--- src/rtl/led_driver_pkg.sv ---
// Shared types, glyph table and LED mask helper for the multi-channel LED bar driver.
package led_driver_pkg;

    typedef enum logic {
        DOT = 1'b0,
        BAR = 1'b1
    } mode_t;

    localparam int unsigned LED_MAX   = 16;
    localparam int unsigned LED_MAX_X = LED_MAX + 1;

    localparam logic [7:0] SEG_BLANK = 8'h00;

    // {g,f,e,d,c,b,a} glyphs, index = hex digit
    localparam logic [15:0][6:0] SEG_HEX = {
        7'h71, 7'h79, 7'h5E, 7'h39, 7'h7C, 7'h77, 7'h6F, 7'h7F,
        7'h07, 7'h7D, 7'h6D, 7'h66, 7'h4F, 7'h5B, 7'h06, 7'h3F
    };

    // One-hot at pos for DOT, thermometer 0..pos for BAR; one spare bit avoids overflow at pos=15
    function automatic logic [LED_MAX-1:0] led_mask(input mode_t mode, input logic [3:0] pos);
        logic [LED_MAX_X-1:0] one_hot;
        one_hot = LED_MAX_X'(1) << pos;
        if (mode == BAR) begin
            return LED_MAX'((one_hot << 1) - LED_MAX_X'(1));
        end
        return LED_MAX'(one_hot);
    endfunction

endpackage

--- src/rtl/led_seg_decoder.sv ---
// Hex value to active-high 7-segment pattern {dp,g,f,e,d,c,b,a}, with blanking.
module led_seg_decoder
    import led_driver_pkg::*;
(
    input  logic [3:0] value_i,
    input  logic       blank_i,
    input  logic       dp_i,
    output logic [7:0] seg_o
);

    always_comb begin
        seg_o = SEG_BLANK;
        if (!blank_i) begin
            seg_o = {dp_i, SEG_HEX[value_i]};
        end
    end

endmodule

--- src/rtl/led_driver_multi.sv ---
// N-channel LED bar driver with shared edge-detected buttons and per-channel hex digit.
// Optional auto-step prescaler enabled by defining LED_AUTO_STEP_EN.
module led_driver_multi
    import led_driver_pkg::*;
#(
    parameter int unsigned N_CH     = 2,
    parameter int unsigned W_LED    = 5,
    parameter int unsigned STEP_DIV = 50_000_000
) (
    input  logic                    clk,
    input  logic                    async_reset,
    input  logic                    btn_next,
    input  logic                    btn_mode,
    input  logic                    btn_cyclic,
    input  logic [N_CH-1:0]         sw_sel,
    output logic [N_CH*W_LED-1:0]   led_output,
    output logic [N_CH*8-1:0]       seg
);

    localparam int unsigned PW = $clog2(W_LED);
    localparam logic [PW-1:0] POS_MAX = PW'(W_LED - 1);

    if (N_CH < 1 || N_CH > 8 || W_LED < 2 || W_LED > LED_MAX || STEP_DIV < 1) begin : g_param_check
        $error("led_driver_multi: parameter out of range");
    end

    logic             btn_next_q, btn_mode_q, btn_cyclic_q;
    logic             rise_next_c, rise_mode_c, rise_cyclic_c;
    logic             auto_tick_c;
    logic [PW-1:0]    pos_q    [N_CH];
    logic [PW-1:0]    pos_d    [N_CH];
    mode_t            mode_q   [N_CH];
    mode_t            mode_d   [N_CH];
    logic             cyclic_q [N_CH];
    logic             cyclic_d [N_CH];

    assign rise_next_c   = btn_next   & ~btn_next_q;
    assign rise_mode_c   = btn_mode   & ~btn_mode_q;
    assign rise_cyclic_c = btn_cyclic & ~btn_cyclic_q;

`ifdef LED_AUTO_STEP_EN
    localparam int unsigned PRE_W = (STEP_DIV > 1) ? $clog2(STEP_DIV) : 1;
    localparam logic [PRE_W-1:0] PRE_LAST = PRE_W'(STEP_DIV - 1);

    logic [PRE_W-1:0] pre_q, pre_d;

    assign auto_tick_c = (pre_q == PRE_LAST);
    assign pre_d       = auto_tick_c ? '0 : pre_q + PRE_W'(1);
`else
    assign auto_tick_c = 1'b0;
`endif

    // Next-state per channel; a tick coinciding with a button press advances only once
    always_comb begin
        for (int i = 0; i < N_CH; i++) begin
            pos_d[i]    = pos_q[i];
            mode_d[i]   = mode_q[i];
            cyclic_d[i] = cyclic_q[i];
            if (sw_sel[i]) begin
                if (rise_next_c || auto_tick_c) begin
                    if (pos_q[i] == POS_MAX) begin
                        pos_d[i] = cyclic_q[i] ? '0 : POS_MAX;
                    end else begin
                        pos_d[i] = pos_q[i] + PW'(1);
                    end
                end
                if (rise_mode_c) begin
                    mode_d[i] = (mode_q[i] == DOT) ? BAR : DOT;
                end
                if (rise_cyclic_c) begin
                    cyclic_d[i] = ~cyclic_q[i];
                end
            end
        end
    end

    always_ff @(posedge clk or posedge async_reset) begin
        if (async_reset) begin
            btn_next_q   <= 1'b0;
            btn_mode_q   <= 1'b0;
            btn_cyclic_q <= 1'b0;
`ifdef LED_AUTO_STEP_EN
            pre_q        <= '0;
`endif
            for (int i = 0; i < N_CH; i++) begin
                pos_q[i]    <= '0;
                mode_q[i]   <= DOT;
                cyclic_q[i] <= 1'b0;
            end
        end else begin
            btn_next_q   <= btn_next;
            btn_mode_q   <= btn_mode;
            btn_cyclic_q <= btn_cyclic;
`ifdef LED_AUTO_STEP_EN
            pre_q        <= pre_d;
`endif
            for (int i = 0; i < N_CH; i++) begin
                pos_q[i]    <= pos_d[i];
                mode_q[i]   <= mode_d[i];
                cyclic_q[i] <= cyclic_d[i];
            end
        end
    end

    for (genvar g = 0; g < N_CH; g++) begin : g_ch
        assign led_output[g*W_LED +: W_LED] = W_LED'(led_mask(mode_q[g], 4'(pos_q[g])));

        led_seg_decoder u_seg (
            .value_i (4'(pos_q[g])),
            .blank_i (~sw_sel[g]),
            .dp_i    (cyclic_q[g]),
            .seg_o   (seg[g*8 +: 8])
        );
    end

endmodule
--- config.mk ---
export PLATFORM = sky130hd
export DESIGN_NAME = led_driver_multi
export DESIGN_NICKNAME = d
export VERILOG_FILES = /design/src/rtl/led_driver_pkg.sv /design/src/rtl/led_seg_decoder.sv /design/src/rtl/led_driver_multi.sv
export SDC_FILE = /design/constraint.sdc
export NUM_CORES = 1
export LEC_CHECK = 0
export ABC_CLOCK_PERIOD_IN_PS = 2300
export CAP_MARGIN = 25
export CORE_MARGIN = 1
export CORE_UTILIZATION = 51
export DETAILED_ROUTE_END_ITERATION = 7
export PLACE_DENSITY = 0.92
export SYNTH_ARGS = -nofsm -noshare
export SYNTH_HDL_FRONTEND = slang
export SYNTH_HIERARCHICAL = 1
export SYNTH_SLANG_ARGS = --single-unit
--- constraint.sdc ---
create_clock -name clk -period 2.3 [get_ports clk]
set_clock_uncertainty 0.05 [all_clocks]
set_input_delay 0.69 -clock clk [delete_from_list [all_inputs] [get_ports clk]]
set_output_delay 0.69 -clock clk [all_outputs]
set_load 0.05 [all_outputs]
==> out/metrics.cfg, run 1 <==
[run_status]
outcome = stopped before the end
stop_stage = clock tree synthesis (4_1_cts)
toolErrorMsg = [ERROR DPL-0038] Utilization greater than 100%, impossible to legalize

[logic_synthesis]
syn_area_mm2 = 0.00148
synth_cell_type_count = 38
yosysTopAreaCell = dfrtp_1
async_flop_share = 1.00
synthCells = 168
synthTopCellsByArea = dfrtp_1 22%, ha_1 20%, mux2i_1 5.4%
yosys_warnings = 6
syn_avg_cell_area_um2 = 8.80
synth_seq_area_share = 0.220
synth_common_cells = 24 x ha_1, 18 x inv_1, 15 x nor2_1
synth.top_cell.area_share = 0.220
synth_edf_count = 0
synth_ff_type = dfrtp_1
yosysMostFrequentCell = ha_1
ys_seq_elements = 13

[placed_design]
io_buffer_count = 32
dp_hpwl_um = 3730
gp_congestion = 0.813
dpl.cell_count = 253

[clock_network]
cts_max_level = 1
cts_buffer_depth = 2
cts_root_buf = clkbuf_4
cts_made_buffers = 3
cts_hold_buf = 0
cts_setup_buffers = 19
cts_resized = 90
cts_sinks = 13

[die]
io_pins = 33
fp.dieH_um = 55.9
start_util = 0.536
die_w_um = 55.9
placementRows = 19

[cells by family after synthesis]
kind of cell,Yosys count,synth area share
AND/OR/NAND/NOR,51,0.177
AO/OA/AOI/OAI,31,0.157
buffers and inverters,27,0.0821
adder cells (fa/ha/maj),24,0.203
multiplexers,15,0.123
flip-flops,13,0.220
XOR/XNOR,6,0.0355
other,1,0.00254
[stage by stage]
step | setup TNS [ns] | setup slack [ns] | area (um^2) | hold WS [ns]
3_5_place_dp | -4.53 | -0.415 | 2410 | 0.473
2_1_floorplan | -0.778 | -0.238 | 1680 | 0.401
3_3_place_gp | -3.53 | -0.347 | 2410 | 0.430
==> run 2, diff against run 1 <==
- CORE_UTILIZATION: 51 -> 40
- PLACE_DENSITY: 0.92 -> default
- PLACE_DENSITY_LB_ADDON: default -> 0.15
==> out/metrics.cfg, run 2 <==
[run_status]
outcome = complete, but fails checks
violations = negative setup slack

[finish]
postLayoutCellArea_mm2 = 0.00292
layout-drive-gt1-share = 0.636
final_nets = 268
largest_register_ffs = 6
reg_top3 = pos_q x6, cyclic_q x2, mode_q x2
num-fill-cells = 166
area_growth_pct = 97.4
layout_common_cells = 24 x buf_4, 24 x buf_12, 14 x ha_4
regMostFlops = pos_q
final_cells = 282
fin_util = 0.848
antennaDiodeCount = 0

[detailed_routing]
dr.first_iter.drc_count = 29
dr.pass1.iters = 4
wl_um = 4430
num_vias = 1450
wire_per_inst_um = 15.7
drtAntennaViolNets = 0
drc = 0
drt-vias-per-instance = 5.14

[placed_design]
dpl.cell_count = 268  ; +5.9%
place_area_mm2 = 0.00243  ; +0.78%
place_ws_ns = -0.351  ; +0.0637 ns
dp_hpwl_um = 3060  ; -18%
io_buffer_count = 32  ; unchanged
gp_congestion = 0.823  ; +1.3%

[logic_synthesis]
async_flop_share = 1.00  ; unchanged
ys_seq_elements = 13  ; unchanged
synthCells = 168  ; unchanged
yosysMostFrequentCell = ha_1
synth_edf_count = 0  ; unchanged
syn_area_mm2 = 0.00148  ; unchanged
yosysTopAreaCell = dfrtp_1
synth_cell_type_count = 38  ; unchanged
synthTopCellsByArea = dfrtp_1 22%, ha_1 20%, mux2i_1 5.4%
syn_avg_cell_area_um2 = 8.80  ; unchanged
synth_seq_area_share = 0.220  ; unchanged
yosys_warnings = 6  ; unchanged
synth_common_cells = 24 x ha_1, 18 x inv_1, 15 x nor2_1
synth_ff_type = dfrtp_1
synth.top_cell.area_share = 0.220  ; unchanged

[clock_network]
cts_buffer_depth = 2  ; unchanged
cts_sinks = 13  ; unchanged
cts_made_buffers = 3  ; unchanged
cts_root_buf = clkbuf_8
clock_latency_ns = 0.24
cts_max_level = 1  ; unchanged
cts_tree = done
cts.clk_slew.worst_paths_ns = 0.05

[die]
placementRows = 21  ; +2
fp.dieH_um = 62.8  ; +12%
die_area_mm2 = 0.00394
core-area_mm2 = 0.00344
io_pins = 33  ; unchanged
start_util = 0.430  ; -0.107
die_w_um = 62.8  ; +12%

[global_route]
grt_pass1_wl_um = 7160
grt_pass1_vias = 1548
grtUsageTotal = 0.230
grt-ovfl-total = 0
grt_antenna_before_repair = 0
grt_start_max_net_pins = 16

[critical_path]
required_ns = 1.56
criticalPathCategory = flip-flop to primary output
end_kind = primary output
start_kind = flip-flop
crit_fanout = 8
cp_data_arrival_time_ns = 1.87

[timing]
slew_violations = 0
hold_viol_final = 0
setup_slack_ns = -0.305
rsz0062_at_grt = yes
period_minus_slack_ns = 2.61
setup_violations = 19
fmax_mhz = 384
post-route-period-util = 1.13

[run]
cap_violations = 0

[worst_hold_path]
worstHoldPathType = flip-flop to flip-flop

## run 2: cell counts after synthesis
Identical to the previous run, type by type.
## run 2: metrics by stage
stage | setup TNS, ns | hold WS (ns)
final | -3.50 | 0.461
after global routing | -4.80 | 0.490
after CTS | -3.05 | 0.459
after detailed placement | -4.70 | 0.444
after global placement | -4.16 | 0.425
after floorplan | -0.778 | 0.401
## run 2: path summary, 6_finish.rpt
path | depth (start not counted) | slack (ns) | to | from
worst min-delay path | 1 | 0.46 | cyclic_q[1] | cyclic_q[1]
worst max-delay path | 6 | -0.31 | seg[11] | pos_q[0]
worst max register to register | 6 | 0.63 | pos_q[5] | pos_q[3]
worst min register to register | 1 | 0.46 | cyclic_q[1] | cyclic_q[1]
max in group asynchronous | 2 | 1.11 | pos_q[3] | async_reset
min in group asynchronous | 2 | 0.73 | btn_mode_q | async_reset
## run 2: cells by family after synthesis
kind of cell,synth area share
simple gates,0.177
compound gates,0.157
flops,0.220
buf+inv,0.0821
fa+ha+maj,0.203
mux,0.123
xor+xnor,0.0355
other cells,0.00254
## run 2: area by class of cell
cell class	instances	area, um^2	area share
multi-input cells	136	1550	0.529
inverters	19	73.8	0.0253
clock buffers	4	45.0	0.0154
repair buffers	64	866	0.297
flip-flops and latches	13	332	0.114
well taps	46	57.6	0.0197
## run 2: worst max-delay path, cell delays in order (launching register included)
cell and delay, ns:
dfrtp_2 0.47, inv_4 0.07, ha_4 0.27, inv_2 0.04, mux4_2 0.50, nor2_4 0.13, buf_12 0.14
## run 2: layer usage
layer	vias up	GRT usage	part of all wire
met1	716	0.246	0.39
met4	0	0.0872	0.019
met5	-	0	0
met2	28	0.459	0.57
li1	698	-	-
met3	8	0.0164	0.014
## run 2: repair_timing
item / CTS / global route
hold buffers: 0 / 0
setup buffers: 5 / 6
pin swaps: 19 / 19
resized for setup: 53 / 37
endpoints found under the setup margin: 24 / 23
Power of run 2 is not shown: default switching activity piles up to over one toggle a cycle in this logic, so the estimate is an artifact.
==> run 3, diff against run 2 <==
- CELL_PAD_IN_SITES_DETAIL_PLACEMENT: default -> 1
- CELL_PAD_IN_SITES_GLOBAL_PLACEMENT: default -> 1
- CORE_UTILIZATION: 40 -> 38
- PLACE_DENSITY: default -> 0.91
- PLACE_DENSITY_LB_ADDON: 0.15 -> default
==> out/metrics.cfg, run 3 <==
[logic_synthesis]
synthTopCellsByArea = dfrtp_1 22%, ha_1 20%, mux2i_1 5.4%
yosys_warnings = 6  ; unchanged
synth-adder-area-share = 0.203  ; unchanged
synth_top_family_by_area = adder cells
synth_cell_type_count = 38  ; unchanged
synthXorXnorAreaFrac = 0.0355  ; unchanged
synthSimpleGateAreaFrac = 0.177  ; unchanged
synth_common_cells = 24 x ha_1, 18 x inv_1, 15 x nor2_1
synthCells = 168  ; unchanged
yosysTopAreaCell = dfrtp_1
synth_seq_area_share = 0.220  ; unchanged
syn_avg_cell_area_um2 = 8.80  ; unchanged
yosysMostFrequentCell = ha_1
syn_area_mm2 = 0.00148  ; unchanged
ys_seq_elements = 13  ; unchanged
async_flop_share = 1.00  ; unchanged
synth_ff_type = dfrtp_1
synthMuxAreaShare = 0.123  ; unchanged
synth_edf_count = 0  ; unchanged
synth_compound_area_frac = 0.157  ; unchanged
synth.top_cell.area_share = 0.220  ; unchanged

[die]
io_pins = 33  ; unchanged
start_util = 0.401  ; -0.0287
die_w_um = 64.4  ; +2.5%
fp.dieH_um = 64.4  ; +2.5%
placementRows = 22  ; +4.8%

[placed_design]
dp_hpwl_um = 4050  ; +32%
gp_congestion = 0.732  ; -11%
io_buffer_count = 32  ; unchanged
place_area_mm2 = 0.00245  ; +0.72%

[clock_network]
cts_sinks = 13  ; unchanged
cts_buffer_depth = 2  ; unchanged
cts_root_buf = clkbuf_8
cts_made_buffers = 3  ; unchanged
cts_max_level = 1  ; unchanged
cts_hold_buf = 0  ; unchanged

[run_status]
outcome = stopped before the end
toolErrorMsg = [ERROR DPL-0033] detailed placement checks failed during check placement.
stop_stage = global routing (5_1_grt)

[global_route]
grt_antenna_before_repair = 0
grt_start_max_net_pins = 14

[timing]
grt_worst_setup_endpoint = led_output[9]
worst_endpoint_kind = output port

-- run 3: metrics by stage --
stage	util	worst slack, ns	cells
floorplan	-	-0.238	176
global placement	0.664	-0.344	272
detailed placement	0.664	-0.404	272
CTS	0.737	-0.272	282
-- run 3: what timing repair did --
item / in CTS
buffers inserted: 6
setup endpoints to repair: 25
pin swaps: 15
resized for setup: 53
-- run 3: cells by family after synthesis --
family | after synthesis
flops | 13
fa+ha+maj | 24
other cells | 1
mux | 15
simple gates | 51
buf+inv | 27
compound gates | 31
xor+xnor | 6
